===== src/rtl/exc_commit_ctrl_pkg.sv =====
// Shared definitions for the commit-side exception/ERET controller:
// ExcCodes, ex/wb_exc bit indices, FSM encoding and the default vector.
package exc_commit_ctrl_pkg;

   localparam logic [31:0] EXC_VECTOR_DEF = 32'hBFC0_0380;

   localparam logic [4:0] EXCCODE_ADEL = 5'h04;
   localparam logic [4:0] EXCCODE_ADES = 5'h05;
   localparam logic [4:0] EXCCODE_SYS  = 5'h08;
   localparam logic [4:0] EXCCODE_BP   = 5'h09;
   localparam logic [4:0] EXCCODE_RI   = 5'h0A;
   localparam logic [4:0] EXCCODE_OV   = 5'h0C;

   localparam int EX_W    = 6;
   localparam int EX_ADEL = 0;
   localparam int EX_ADES = 1;
   localparam int EX_SYS  = 2;
   localparam int EX_BP   = 3;
   localparam int EX_RI   = 4;
   localparam int EX_OV   = 5;

   localparam int WB_W      = 7;
   localparam int WB_ADEL_F = 0;
   localparam int WB_ADEL_L = 1;
   localparam int WB_ADES   = 2;
   localparam int WB_SYS    = 3;
   localparam int WB_BP     = 4;
   localparam int WB_RI     = 5;
   localparam int WB_OV     = 6;

   typedef enum logic {
      ST_IDLE     = 1'b0,
      ST_REDIRECT = 1'b1
   } state_e;

endpackage


===== src/rtl/exc_commit_ctrl_prio_enc.sv =====
// exc_prio_enc: 7-flag to one-hot 6-bit exception priority encoder.
// Also reports whether the winner is a fetch or a data address fault.
module exc_prio_enc
   import exc_commit_ctrl_pkg::*;
(
   input  logic [WB_W-1:0] raw,
   output logic [EX_W-1:0] ex,
   output logic            fetch_fault,
   output logic            data_fault
);

   logic [6:0] prio;
   logic [6:0] win;

   // Reorder so bit 0 is highest priority, then isolate the lowest set bit.
   assign prio = {raw[WB_ADES], raw[WB_ADEL_L], raw[WB_OV], raw[WB_BP],
                  raw[WB_SYS], raw[WB_RI], raw[WB_ADEL_F]};
   assign win  = prio & (~prio + 7'd1);

   always_comb begin
      ex          = '0;
      fetch_fault = 1'b0;
      data_fault  = 1'b0;
      unique case (1'b1)
         win[0]: begin
            ex[EX_ADEL] = 1'b1;
            fetch_fault = 1'b1;
         end
         win[1]: ex[EX_RI]  = 1'b1;
         win[2]: ex[EX_SYS] = 1'b1;
         win[3]: ex[EX_BP]  = 1'b1;
         win[4]: ex[EX_OV]  = 1'b1;
         win[5]: begin
            ex[EX_ADEL] = 1'b1;
            data_fault  = 1'b1;
         end
         win[6]: begin
            ex[EX_ADES] = 1'b1;
            data_fault  = 1'b1;
         end
         default: ;
      endcase
   end

endmodule


===== src/rtl/exc_commit_ctrl.sv =====
// Commit-side exception/ERET controller: drives CP0, flushes, redirects fetch.
// Define EXC_BADVADDR_EN to build the BadVAddr register and port.
module exc_commit_ctrl
   import exc_commit_ctrl_pkg::*;
#(
   parameter logic [31:0] EXC_VECTOR = EXC_VECTOR_DEF
) (
   input  logic            clock,
   input  logic            resetn,
   input  logic            wb_valid,
   input  logic [31:0]     wb_pc,
   input  logic            wb_is_branch,
   input  logic [WB_W-1:0] wb_exc,
   input  logic [31:0]     wb_badvaddr,
   input  logic            wb_eret,
   input  logic [31:0]     cp0_epc,
   output logic [EX_W-1:0] ex,
   output logic [31:0]     epc_in,
   output logic            is_bd,
   output logic            valid,
   output logic            inst_ERET,
   output logic            flush,
   output logic            redirect_valid,
   output logic [31:0]     redirect_pc,
   input  logic            redirect_ready
`ifdef EXC_BADVADDR_EN
   ,
   output logic [31:0]     badvaddr
`endif
);

   state_e      state_q, state_d;
   logic        bd_pending_q, bd_pending_d;
   logic [31:0] redirect_pc_q, redirect_pc_d;

   logic [EX_W-1:0] ex_enc;
   logic            fetch_fault;
   logic            data_fault;
   logic            live;
   logic            exc_c;
   logic            eret_c;

   exc_prio_enc u_prio (
      .raw         (wb_exc),
      .ex          (ex_enc),
      .fetch_fault (fetch_fault),
      .data_fault  (data_fault)
   );

   always_comb begin
      live      = (state_q == ST_IDLE) & wb_valid;
      exc_c     = live & (|wb_exc);
      eret_c    = live & wb_eret & ~(|wb_exc);
      is_bd     = live & bd_pending_q;
      ex        = live ? ex_enc : '0;
      epc_in    = '0;
      if (live)
         epc_in = bd_pending_q ? (wb_pc - 32'd4) : wb_pc;
      valid          = live;
      inst_ERET      = eret_c;
      redirect_valid = (state_q == ST_REDIRECT);
      flush          = exc_c | eret_c | redirect_valid;
      redirect_pc    = redirect_pc_q;
   end

   always_comb begin
      state_d       = state_q;
      bd_pending_d  = bd_pending_q;
      redirect_pc_d = redirect_pc_q;
      unique case (state_q)
         ST_IDLE: begin
            if (live)
               bd_pending_d = wb_is_branch & ~exc_c & ~eret_c;
            if (exc_c) begin
               redirect_pc_d = EXC_VECTOR;
               state_d       = ST_REDIRECT;
            end else if (eret_c) begin
               redirect_pc_d = cp0_epc;
               state_d       = ST_REDIRECT;
            end
         end
         ST_REDIRECT: begin
            if (redirect_ready)
               state_d = ST_IDLE;
         end
         default: state_d = ST_IDLE;
      endcase
   end

   always_ff @(posedge clock or negedge resetn) begin
      if (!resetn) begin
         state_q       <= ST_IDLE;
         bd_pending_q  <= 1'b0;
         redirect_pc_q <= '0;
      end else begin
         state_q       <= state_d;
         bd_pending_q  <= bd_pending_d;
         redirect_pc_q <= redirect_pc_d;
      end
   end

`ifdef EXC_BADVADDR_EN
   logic [31:0] badvaddr_q, badvaddr_d;

   always_comb begin
      badvaddr_d = badvaddr_q;
      if (live & fetch_fault)
         badvaddr_d = wb_pc;
      else if (live & data_fault)
         badvaddr_d = wb_badvaddr;
   end

   always_ff @(posedge clock or negedge resetn) begin
      if (!resetn)
         badvaddr_q <= '0;
      else
         badvaddr_q <= badvaddr_d;
   end

   assign badvaddr = badvaddr_q;
`else
   logic unused_bva;
   assign unused_bva = ^{wb_badvaddr, fetch_fault, data_fault};
`endif

endmodule


===== config.mk =====
export PLATFORM = sky130hd
export DESIGN_NAME = exc_commit_ctrl
export DESIGN_NICKNAME = d
export VERILOG_FILES = /design/src/rtl/exc_commit_ctrl_pkg.sv /design/src/rtl/exc_commit_ctrl_prio_enc.sv /design/src/rtl/exc_commit_ctrl.sv
export SDC_FILE = /design/constraint.sdc
export NUM_CORES = 1
export LEC_CHECK = 0
export ABC_AREA = 1
export BUFFER_PORTS_ARGS = -buffer_cell sky130_fd_sc_hd__buf_2
export CORE_MARGIN = 2
export CORE_UTILIZATION = 42
export DETAILED_ROUTE_END_ITERATION = 7
export PLACE_DENSITY = 0.82
export SETUP_SLACK_MARGIN = 0.3
export SKIP_CTS_REPAIR_TIMING = 1
export SYNTH_ARGS = -nofsm -noshare
export SYNTH_HDL_FRONTEND = slang
export SYNTH_SLANG_ARGS = --single-unit

===== constraint.sdc =====
create_clock -name clock -period 1.8 [get_ports clock]
set_clock_uncertainty 0.05 [all_clocks]
set_input_delay 0.09 -clock clock [delete_from_list [all_inputs] [get_ports clock]]
set_output_delay 0.09 -clock clock [all_outputs]
set_load 0.05 [all_outputs]

* After elaboration in Yosys (flattened, before gate mapping) *
Index checks and enable logic that the tools add are counted.

storage, ports and cells
  memories kept = 0
  bits in read-only memories = 0
  bits of input ports = 109
  latch bits = 0
  output and inout bits = 75
  bits in writable memories = 0
  flip-flop bits (word level) = 34

operators by class
  multiplexer cells = 15
  order comparisons = 0
  divide/modulo/power cells = 0
  shifts and indexed selects = 0
  $add $sub $neg = 2
  reduce and logical (&&, ||, !) cells = 5
  bitwise logic cells = 15
  $mul = 0
  equality and inequality tests = 0

operator list
  operator                                            number
  two-way mux 32 bit                                  4
  subtractor 32 x 3 -> 32 bit, second input constant  1
  two-way mux 1 bit                                   9
  adder 7 x 1 -> 7 bit, second input constant         1
  bitwise AND 1 bit                                   7
  bitwise AND 7 bit                                   1
  inverter 7 bit                                      1
  OR reduction 7 bit                                  1
  two-way mux 6 bit                                   1
  inverter 1 bit                                      4
  AND reduction 2 bit                                 2
  bitwise OR 1 bit                                    2
  case mux 1 bit (2 select lines)                     1
  nonzero test 2 bit                                  1
  OR reduction 2 bit                                  1

* Depth between registers and ports, before layout *
Gate-level depths: netlist of run 1.

  depth in word-level cells = 7
  mapped depth = 12
  depth with buffers taken out = 12

* Modules after synthesis *
Synthesis of run 1 repeated with hierarchy kept, for this count alone.

second synthesis, totals
  cell total of the unflattened synthesis = 397
  area total of the unflattened synthesis = 2,507.4 um^2

by module, submodules not included
  module           area each (um^2)  times used  cells each
  exc_commit_ctrl  2,407.3           1           375
  exc_prio_enc     100.1             1           22

* Worst setup path after synthesis of run 1 *
Ideal clock, no wire load.

  path type = reg-to-output
  start point = register state_q (netlist: redirect_valid)
  end point = output ex[2]
  path buffers = 1
  cell stages (with the launch flop) = 5
  arrival = 2,527 ps
  setup slack = -867 ps
  path through = dfrtp_1 > nor2_4 > inv_2 > buf_2 > nor4_1

between the ends
  cells in the longest elaborated chain, start to end = 3

ends and longest elaborated chain
  element                   RTL line               source
  from (decl)               exc_commit_ctrl.sv:32  state_e state_q, state_d;
  from (signal assigned)    exc_commit_ctrl.sv:96  state_q <= state_d;
  inverter 1 bit (no line)  -
  bitwise AND 1 bit         exc_commit_ctrl.sv:51  live = (state_q == ST_IDLE) & wb_valid;
  two-way mux 6 bit         exc_commit_ctrl.sv:55  ex = live ? ex_enc : '0;
  to (decl)                 exc_commit_ctrl.sv:17  output logic [EX_W-1:0] ex,

Every way passes these cells.

* Worst setup path in the final report of run 1 *
  start point = register bd_pending_q
  end point = output epc_in[11]

between the ends
  cells in the longest elaborated chain, start to end = 2

ends and longest elaborated chain
  element                 RTL line               source
  from (decl)             exc_commit_ctrl.sv:33  logic bd_pending_q, bd_pending_d;
  from (signal assigned)  exc_commit_ctrl.sv:97  bd_pending_q <= bd_pending_d;
  two-way mux 32 bit      exc_commit_ctrl.sv:58  epc_in = bd_pending_q ? (wb_pc - 32'd4) : wb_pc;
  two-way mux 32 bit      exc_commit_ctrl.sv:57  if (live)
  to (decl)               exc_commit_ctrl.sv:18  output logic [31:0] epc_in,

Every way passes these cells.

==> results of run 1 <==
==> cell families (layout without fill, tap and decap cells) <==
| logic type | Yosys count | count (layout) | synth area share |
|---|---|---|---|
| simple gates | 232 | 236 | 0.429 |
| flops | 34 | 34 | 0.328 |
| fa+ha+maj | 1 | 1 | 0.00482 |
| compound gates | 66 | 66 | 0.142 |
| xor+xnor | 2 | 2 | 0.00674 |
| buf+inv | 54 | 273 | 0.0901 |
==> power by group through the flow <==
stage                     clock, W  combinational, W  sequential (W)
after detailed placement         0           0.00404         0.00140
after global placement           0           0.00397         0.00138
final                     0.000580           0.00550         0.00149
after floorplan                  0           0.00183         0.00272
after global routing      0.000622           0.00564         0.00150
after CTS                 0.000559           0.00404         0.00140
==> worst paths after layout <==
path	from	to	slack, ns
max	bd_pending_q	epc_in[11]	-0.38
min	cp0_epc[13]	redirect_pc[13]	0.02
max reg2reg	redirect_valid	redirect_pc[12]	0.15
min reg2reg	redirect_pc[25]	redirect_pc[25]	0.47
max in group asynchronous	resetn	redirect_valid	0.78
min in group asynchronous	resetn	redirect_pc[0]	0.37
==> sequential cells by signal, summed over array words and instances (netlist names) <==
| register | count |
|---|---|
| redirect_valid | 1 |
| bd_pending_q | 1 |
| redirect_pc | 32 |
==> cells in the mapped netlist <==
library cell	instances
inv_2	7
nand4_1	3
nand4_4	1
and2_1	1
nor3b_1	1
nand2_2	6
o21ai_2	10
ha_1	1
nand2_1	64
o21ai_0	14
nor2_2	13
buf_4	1
nand2_4	1
nand3_2	2
o21ai_1	21
buf_6	3
nor2_1	90
nor3_1	9
nand3_1	27
clkbuf_1	5
nor4_1	2
nand3b_1	4
inv_1	33
a31oi_1	1
nor3_4	2
nor2_4	5
buf_1	1
buf_2	4
a21oi_1	20
nor2_8	1
xor2_1	2
dfrtp_1	34
==> stage by stage <==
| step | TNS (ns) | power, W | util | worst slack (ns) |
|---|---|---|---|---|
| after global placement | 0 | 0.00536 | 0.658 | 0.0579 |
| after global routing | -7.76 | 0.00776 | 0.916 | -0.533 |
| after floorplan | 0 | 0.00455 | - | 0.110 |
| after CTS | -5.17 | 0.00600 | 0.672 | -0.305 |
| after detailed placement | -0.0172 | 0.00545 | 0.658 | -0.0172 |
| final | -5.67 | 0.00757 | 0.916 | -0.381 |
==> cell type report <==
type / instances / area share
multi-input combinational: 305 / 0.434
timing repair buffer: 225 / 0.347
sequential: 34 / 0.156
clock buffer: 7 / 0.0140
clock inverter: 1 / 0.00138
tap: 75 / 0.0172
inverter: 40 / 0.0307
==> worst reg2reg max path: cells and delay by family (launching register included) <==
kind                   cells  cell delay [ns]
buffers and inverters      3             0.46
flip-flops                 1             0.44
AND/OR/NAND/NOR            3             0.44
AO/OA/AOI/OAI              1             0.15
==> per-layer routing <==
metal  GRT usage  share of wire  wire (um)
met3      0.0424           0.10       1720
met5           0              0          0
met4      0.0787           0.10       1740
met2       0.423           0.49       8150
met1       0.277           0.31       5110
==> results.tsv, run 1 <==
metric	value	unit
gr-total-overflow	0	
register_area	852	um^2
num-fill-cells	220	
clk_latency	0.29	ns
core	5960	um^2
synth_top_cell_by_area	dfrtp_1	
vdd_drop_max	1.47	mV
layout_commonest_cell	buf_2	
groute.usage.overall	0.234	
dp_hpwl	6720	um
crit_required	1.66	ns
end_kind	output pin	
ys_types	32	
setup_viol	26	
crit_family	simple AND/OR/NAND/NOR gates	
rsz0062_at_grt	true	
portBuffers	151	
place.gp.congestion	0.926	
cp_slowest_stage_delay	0.43	ns
diodes	0	
die_h	82.6	um
tritoncts	built	
fin_hold_ws	0.0154	ns
hold_viol_final	0	
p_int	0.00317	W
status	complete, but fails checks	
drt_iter0_markers	448	
placed_area	3920	um^2
syn_area	2600	um^2
grt_max_degree	35	
synth_area_leaders	dfrtp_1, nor2_1, nand2_1, nand3_1, inv_1	
synth_cells	389	
hold_class	input port to flip-flop	
cp_slowest_cell	dfrtp_1	
ys_seq_area_frac	0.328	
cts_sinks	34	
drt-pass1-iter-count	5	
routedWlPerCell	24.3	um
die-area	6830	um^2
max_slew_margin	0.477	
rr_worst_depth	7	
clock-root-buffer	clkbuf_8	
most-common-layout-cells	buf_2, nor2_1, buf_6, nand2_1, dfrtp_1	
grt_pass1_vias	2856	
worstPathMaxFanout	7	
cellPowerDensity	1390	nW/um^2
clk_pin_slew	0.08	ns
cts_buffers	5	
p_sw_frac	0.581	
yosysTopAreaCellShare	0.328	
seqPwrFrac	0.197	
max_freq	459	MHz
avgSynthCellArea	6.68	um^2
fin_cells	687	
crit_path_frequent_cell	nor2_4	
post-route-period-util	1.21	
synth.net_count	499	
grt_pass1_wl	12400	um
whs_path_depth	3	
timing.final.ws_setup	-0.381	ns
cp.depth	7	
drv_slew	0	
ys_ff_latch	34	
p_leak	2.57	nW
switchingPower	0.00440	W
clock_power_share	0.077	
cts_max_level	2	
fin_nets	721	
arrival	2.04	ns
drc	0	
yosys_warnings	0	
route.final.wire_length	16700	um
drv_cap	0	
path_cells	inv_2, nor2_4, nand3_4, nor2_4, nor2_1, nor3b_4, buf_6	
stdcell_area	5450	um^2
period_needed	2.18	ns
start_util	0.436	
row_count	28	
violations	negative setup slack	
syn2layout_area_growth	110	%
crit_buf_inv	2	
crit_type	flip-flop to output pin	
antenna_left	0	
ios	184	
viasPerCell	6.36	
multi_input_area	2370	um^2
pwr-share-comb	0.726	
die_w	82.6	um
startpoint_type	flip-flop	
vias	4368	
cts_buffer_depth	2	
tightest_slew	0.784	ns
drive_gt1_frac	0.621	
antenna_found_initial	0	
numPlacedInstances	617	
No activity file was read; power rests on OpenSTA's default activity.
==> run 2, diff against run 1 <==
Settings changed: CORE_UTILIZATION 42 to 41, PLACE_DENSITY 0.82 to 0.81, SYNTH_HIERARCHICAL from default to 1.
Clock period 1.8 ns to 2.5 ns, I/O delays scaled along.
==> run 2 against run 1 <==
  * The run now ends clean
  * Combinational power decreased by 75%
  * Core utilization decreased by 32 points
  * Sequential power decreased by 48%
  * Clock power increased by 3.6%
  * Via count decreased by 30%
  * Critical path depth unchanged
  * Synthesized area decreased by 4.1%
==> results.tsv, run 2 <==
metric	value	unit	change
cts_buffers	5		unchanged
hold_class	input port to flip-flop		
die_w	82.0	um	-0.83%
vdd_drop_max	0.524	mV	-64%
drt-pass1-iter-count	4		-1
crit_buf_inv	4		+2
most-common-layout-cells	buf_2, nand2_1, nor2_1, a21oi_1, inv_1		
grt_max_degree	35		unchanged
power	0.00275	W	-64%
path_cells	inv_2, nand2_2, inv_2, nand2_1, buf_4, nor3b_2, buf_2		
p_leak	1.92	nW	-25%
stdcell_area	3500	um^2	-36%
syn_area	2490	um^2	-4.1%
dp_hpwl	5760	um	-14%
drv_slew	0		unchanged
fin_cells	625		-9.0%
yosys_warnings	6		+6
drive_gt1_frac	0.351		-0.270
r2r-start	redirect_valid		
setup_viol	0		-100%
placed_area	3320	um^2	-15%
tns	0	ns	+5.67 ns
avgSynthCellArea	6.31	um^2	-5.6%
hold_viol_final	0		unchanged
max_slew_margin	0.513		+0.0353
groute.usage.overall	0.207		-0.0271
cellPowerDensity	785	nW/um^2	-43%
synth.net_count	505		+1.2%
status	completed		
die-area	6720	um^2	-1.7%
clk_latency	0.29	ns	about the same
core	5890	um^2	-1.2%
cts_buffer_depth	2		unchanged
cts_max_level	2		unchanged
crit_family	buffers and inverters		
grt_pass1_wl	11100	um	-11%
route.final.wire_length	7420	um	-56%
layout_commonest_cell	buf_2		
clock-root-buffer	clkbuf_8		
clk_pin_slew	0.08	ns	about the same
cts_sinks	34		unchanged
drv_cap	0		unchanged
die_h	82.0	um	-0.83%
gr-total-overflow	0		unchanged
drc	0		unchanged
max_freq	479	MHz	
period_needed	2.09	ns	
row_count	28		unchanged
crit_type	flip-flop to output pin		
crit_path_frequent_cell	inv_2		
post-route-util	0.595		-0.321
num-fill-cells	581		+160%
routedWlPerCell	11.9	um	-51%
worstHoldStart	cp0_epc[29]		
startpoint_type	flip-flop		
tritoncts	built		
viasPerCell	4.87		-23%
start_util	0.423		-0.0129
end_kind	output pin		
ios	184		unchanged
portBuffers	151		unchanged
cp_slowest_cell	dfrtp_1		
tightest_slew	0.731	ns	-0.0530 ns
rsz0062_at_grt	true		
drt_iter0_markers	92		-79%
grt_pass1_vias	2662		-6.8%
antenna_found_initial	1		+1
fin_nets	659		-8.6%
crit_required	2.33	ns	+0.67 ns
arrival	1.91	ns	-0.13 ns
largest_register_ffs	32		unchanged
crit_start	redirect_valid		
post-route-period-util	0.835		
place.gp.congestion	0.862		-6.8%
diodes	0		unchanged
vias	3041		-30%
cp_slowest_stage_delay	0.40	ns	-0.03 ns
numPlacedInstances	613		-0.65%
antenna_left	0		unchanged
worstPathMaxFanout	22		+15
synth_cells	395		+1.5%
syn2layout_area_growth	40.6	%	
==> run 2: per-stage QoR <==
stage	setup WS [ns]	hold WS, ns
2_1_floorplan	0.0531	-0.221
3_3_place_gp	0.751	0.178
3_5_place_dp	0.722	0.178
4_1_cts	0.398	-0.135
5_1_grt	0.294	0.0166
6_report	0.411	0.00179
==> run 2: area by class of cell <==
type,count,area [um^2],share of cell area
tap,75,93.8,0.0268
multi-input combinational,306,1420,0.404
inverter,41,154,0.0439
timing repair buffer,161,848,0.242
sequential,34,852,0.243
clock inverter,3,68.8,0.0196
clock buffer,5,68.8,0.0196
==> run 2: routing by layer <==
metal / share of wire / up-vias / global-route usage
met1: 0.42 / 1357 / 0.229
met3: 0.079 / 15 / 0.0385
met5: 0.0018 / - / 0
li1: - / 1551 / -
met4: 0.015 / 2 / 0.0767
met2: 0.49 / 116 / 0.388
==> run 2: path summary, 6_finish.rpt <==
path,end,depth (start not counted),slack [ns]
setup / recovery,inst_ERET,7,0.41
hold / removal,redirect_pc[29],3,0.002
setup reg to reg,redirect_pc[14],8,0.76
hold reg to reg,redirect_pc[8],2,0.42
max in group asynchronous,bd_pending_q,2,1.50
min in group asynchronous,redirect_pc[2],2,0.38
==> run 2: where the power goes <==
group | internal [W] | leakage (nW) | switching, W
clock | 0.000399 | 0.0683 | 0.000202
combinational | 0.000313 | 1.42 | 0.00106
sequential | 0.000690 | 0.423 | 0.0000782
total | 0.00140 | 1.92 | 0.00134
==> run 2: worst min-delay path, cell delays in order <==
cell and delay (ns):
buf_2 0.07, a21oi_1 0.05, nand2_1 0.06
==> run 3, diff against run 2 <==
Clock period 2.5 ns to 1.95 ns, I/O delays scaled along.
==> run 3 against run 2 <==
  * The flow now finishes with violations (negative hold slack, negative setup slack)
  * Core utilization up 19 points
  * Register-to-register slack got worse by 0.38 ns
  * Global-route usage rose by 2.3 points
  * Design area rose by 32%
  * Hold slack worse by 0.029 ns
  * Clock power fell by 8.2%
  * Flip-flop and latch count did not move
  * Final cell count grew 6.4%
  * Worst setup slack worse by 0.44 ns
  * Critical path type unchanged
  * Clock-buffer cell count rose by 1
  * Power is 36% higher
==> results.tsv, run 3 (synthesis gave the netlist of run 2 again) <==
metric	value	unit	change
status	complete, but fails checks		
violations	negative hold slack, negative setup slack		
path_cells	inv_2, nor2_4, nand2_2, nor2_4, nand2_4, nor2_4, a21oi_2, nor2_4, buf_8		
max_slew_margin	0.495		-0.0174
gr-total-overflow	0		unchanged
hold_viol_final	1		+1
cts_max_level	2		unchanged
r2r_setup_slack	0.38	ns	-0.38 ns
p_leak	2.27	nW	+19%
clk_pin_slew	0.08	ns	about the same
row_count	28		unchanged
whs_path_depth	3		unchanged
ios	184		unchanged
portBuffers	151		unchanged
startpoint_type	flip-flop		
grt_max_degree	35		unchanged
viasPerCell	5.11		+5.1%
period_needed	1.98	ns	
crit_family	simple AND/OR/NAND/NOR gates		
power	0.00374	W	+36%
layout_commonest_cell	buf_2		
num-fill-cells	406		-30%
place.gp.congestion	0.963		+12%
crit_type	flip-flop to output pin		
multi_input_area	1910	um^2	+35%
cp_slowest_cell	dfrtp_2		
most-common-layout-cells	buf_2, nand2_1, nor2_1, inv_1		
crit_path_frequent_cell	nor2_4		
drv_slew	0		unchanged
cts_sinks	34		unchanged
grt_pass1_vias	2814		+5.7%
cts_buffer_depth	2		unchanged
rr_worst_depth	9		+1
drt_iter0_markers	146		+59%
end_kind	output pin		
drive_gt1_frac	0.500		+0.149
dp_hpwl	6050	um	+5.1%
antenna_left	0		unchanged
cts_buffers	5		unchanged
route.final.wire_length	9480	um	+28%
die_h	82.0	um	unchanged
die_w	82.0	um	unchanged
groute.usage.overall	0.229		+0.0228
vdd_drop_max	0.785	mV	+50%
largest_register_ffs	32		unchanged
timing.rr.end	redirect_pc[25]		
fin_hold_ws	-0.0270	ns	-0.0288 ns
syn2layout_area_growth	85.3	%	
worstPathMaxFanout	6		-73%
cp_slowest_stage_delay	0.43	ns	+0.03 ns
hold_class	input port to flip-flop		
crit_required	1.80	ns	-0.53 ns
cellPowerDensity	810	nW/um^2	+3.3%
rsz0062_at_grt	true		
r2r-start	redirect_valid		
drt-pass1-iter-count	4		unchanged
register_area	853	um^2	+0.15%
hold_end	redirect_pc[27]		
clock-root-buffer	clkbuf_8		
antenna_found_initial	0		-1
numPlacedInstances	620		+1.1%
drv_cap	0		unchanged
max_freq	505	MHz	
die-area	6720	um^2	unchanged
setup_viol	8		+8
core	5890	um^2	unchanged
fin_cells	665		+6.4%
tritoncts	built		
dp_worst_setup_slack	0.102	ns	-0.620 ns
diodes	0		unchanged
timing.final.ws_setup	-0.0309	ns	-0.442 ns
grt_pass1_wl	12100	um	+9.5%
post-route-period-util	1.02		
routedWlPerCell	14.3	um	+20%
vias	3400		+12%
fin_nets	699		+6.1%
drc	0		unchanged
tightest_slew	0.757	ns	+0.0261 ns
start_util	0.423		unchanged
worstHoldStart	cp0_epc[27]		
clk_latency	0.28	ns	about the same
arrival	1.83	ns	-0.08 ns
crit_buf_inv	2		-2
## run 3: changes by cell type in the layout (fill, tap and decap cells not counted), moves of 16 or more
| cell | delta |
|---|---|
| buf_2 | -37 |
| nor2_1 | -25 |
| nor2_4 | +19 |
| a21oi_1 | -16 |
| buf_6 | +33 |
| buf_4 | +27 |
## run 3: layout make-up
type	count	share of cell area
multi-input cells	307	0.413
repair buffers	200	0.324
flip-flops and latches	34	0.185
inverters	41	0.0371
well taps	75	0.0203
clock buffers	6	0.0179
clock inverters	2	0.00271
## run 3: power breakdown
part | switching [W] | total, W | internal (W)
sequential | 0.000101 | 0.000986 | 0.000885
clock | 0.000268 | 0.000552 | 0.000284
combinational | 0.00154 | 0.00220 | 0.000661
total | 0.00191 | 0.00374 | 0.00183
## run 3: through the flow
stage               hold WS [ns]  setup TNS (ns)   util  area (um^2)
floorplan                 -0.248               0      -         2790
global placement           0.152               0  0.620         3650
detailed placement         0.165               0  0.620         3650
CTS                       -0.147           -2.82  0.636         3740
global route             0.00190           -1.54  0.784         4620
finish                   -0.0270          -0.115  0.784         4620
## run 3: routing by layer
metal  GRT usage  vias to the layer above  share of wire
met1       0.286                     1586           0.40
met5           0                        -              0
met4      0.0983                        0          0.030
met2       0.391                      144           0.51
li1            -                     1642              -
met3      0.0363                       28          0.059
## run 3: tightest hold or removal path, delay by kind of cell
family,cells,cell delay [ns]
simple gates,1,0.06
buf+inv,1,0.08
compound gates,1,0.05
## run 3: worst max path at each step
stage / start / end / slack [ns] / cells after the start
after floorplan: redirect_valid / inst_ERET / 0.18 / 6
after global placement: bd_pending_q / epc_in[22] / 0.14 / 10
after detailed placement: bd_pending_q / epc_in[22] / 0.10 / 10
after CTS: bd_pending_q / epc_in[22] / -0.22 / 10
after global routing: bd_pending_q / epc_in[29] / -0.14 / 10
final: bd_pending_q / epc_in[29] / -0.03 / 9
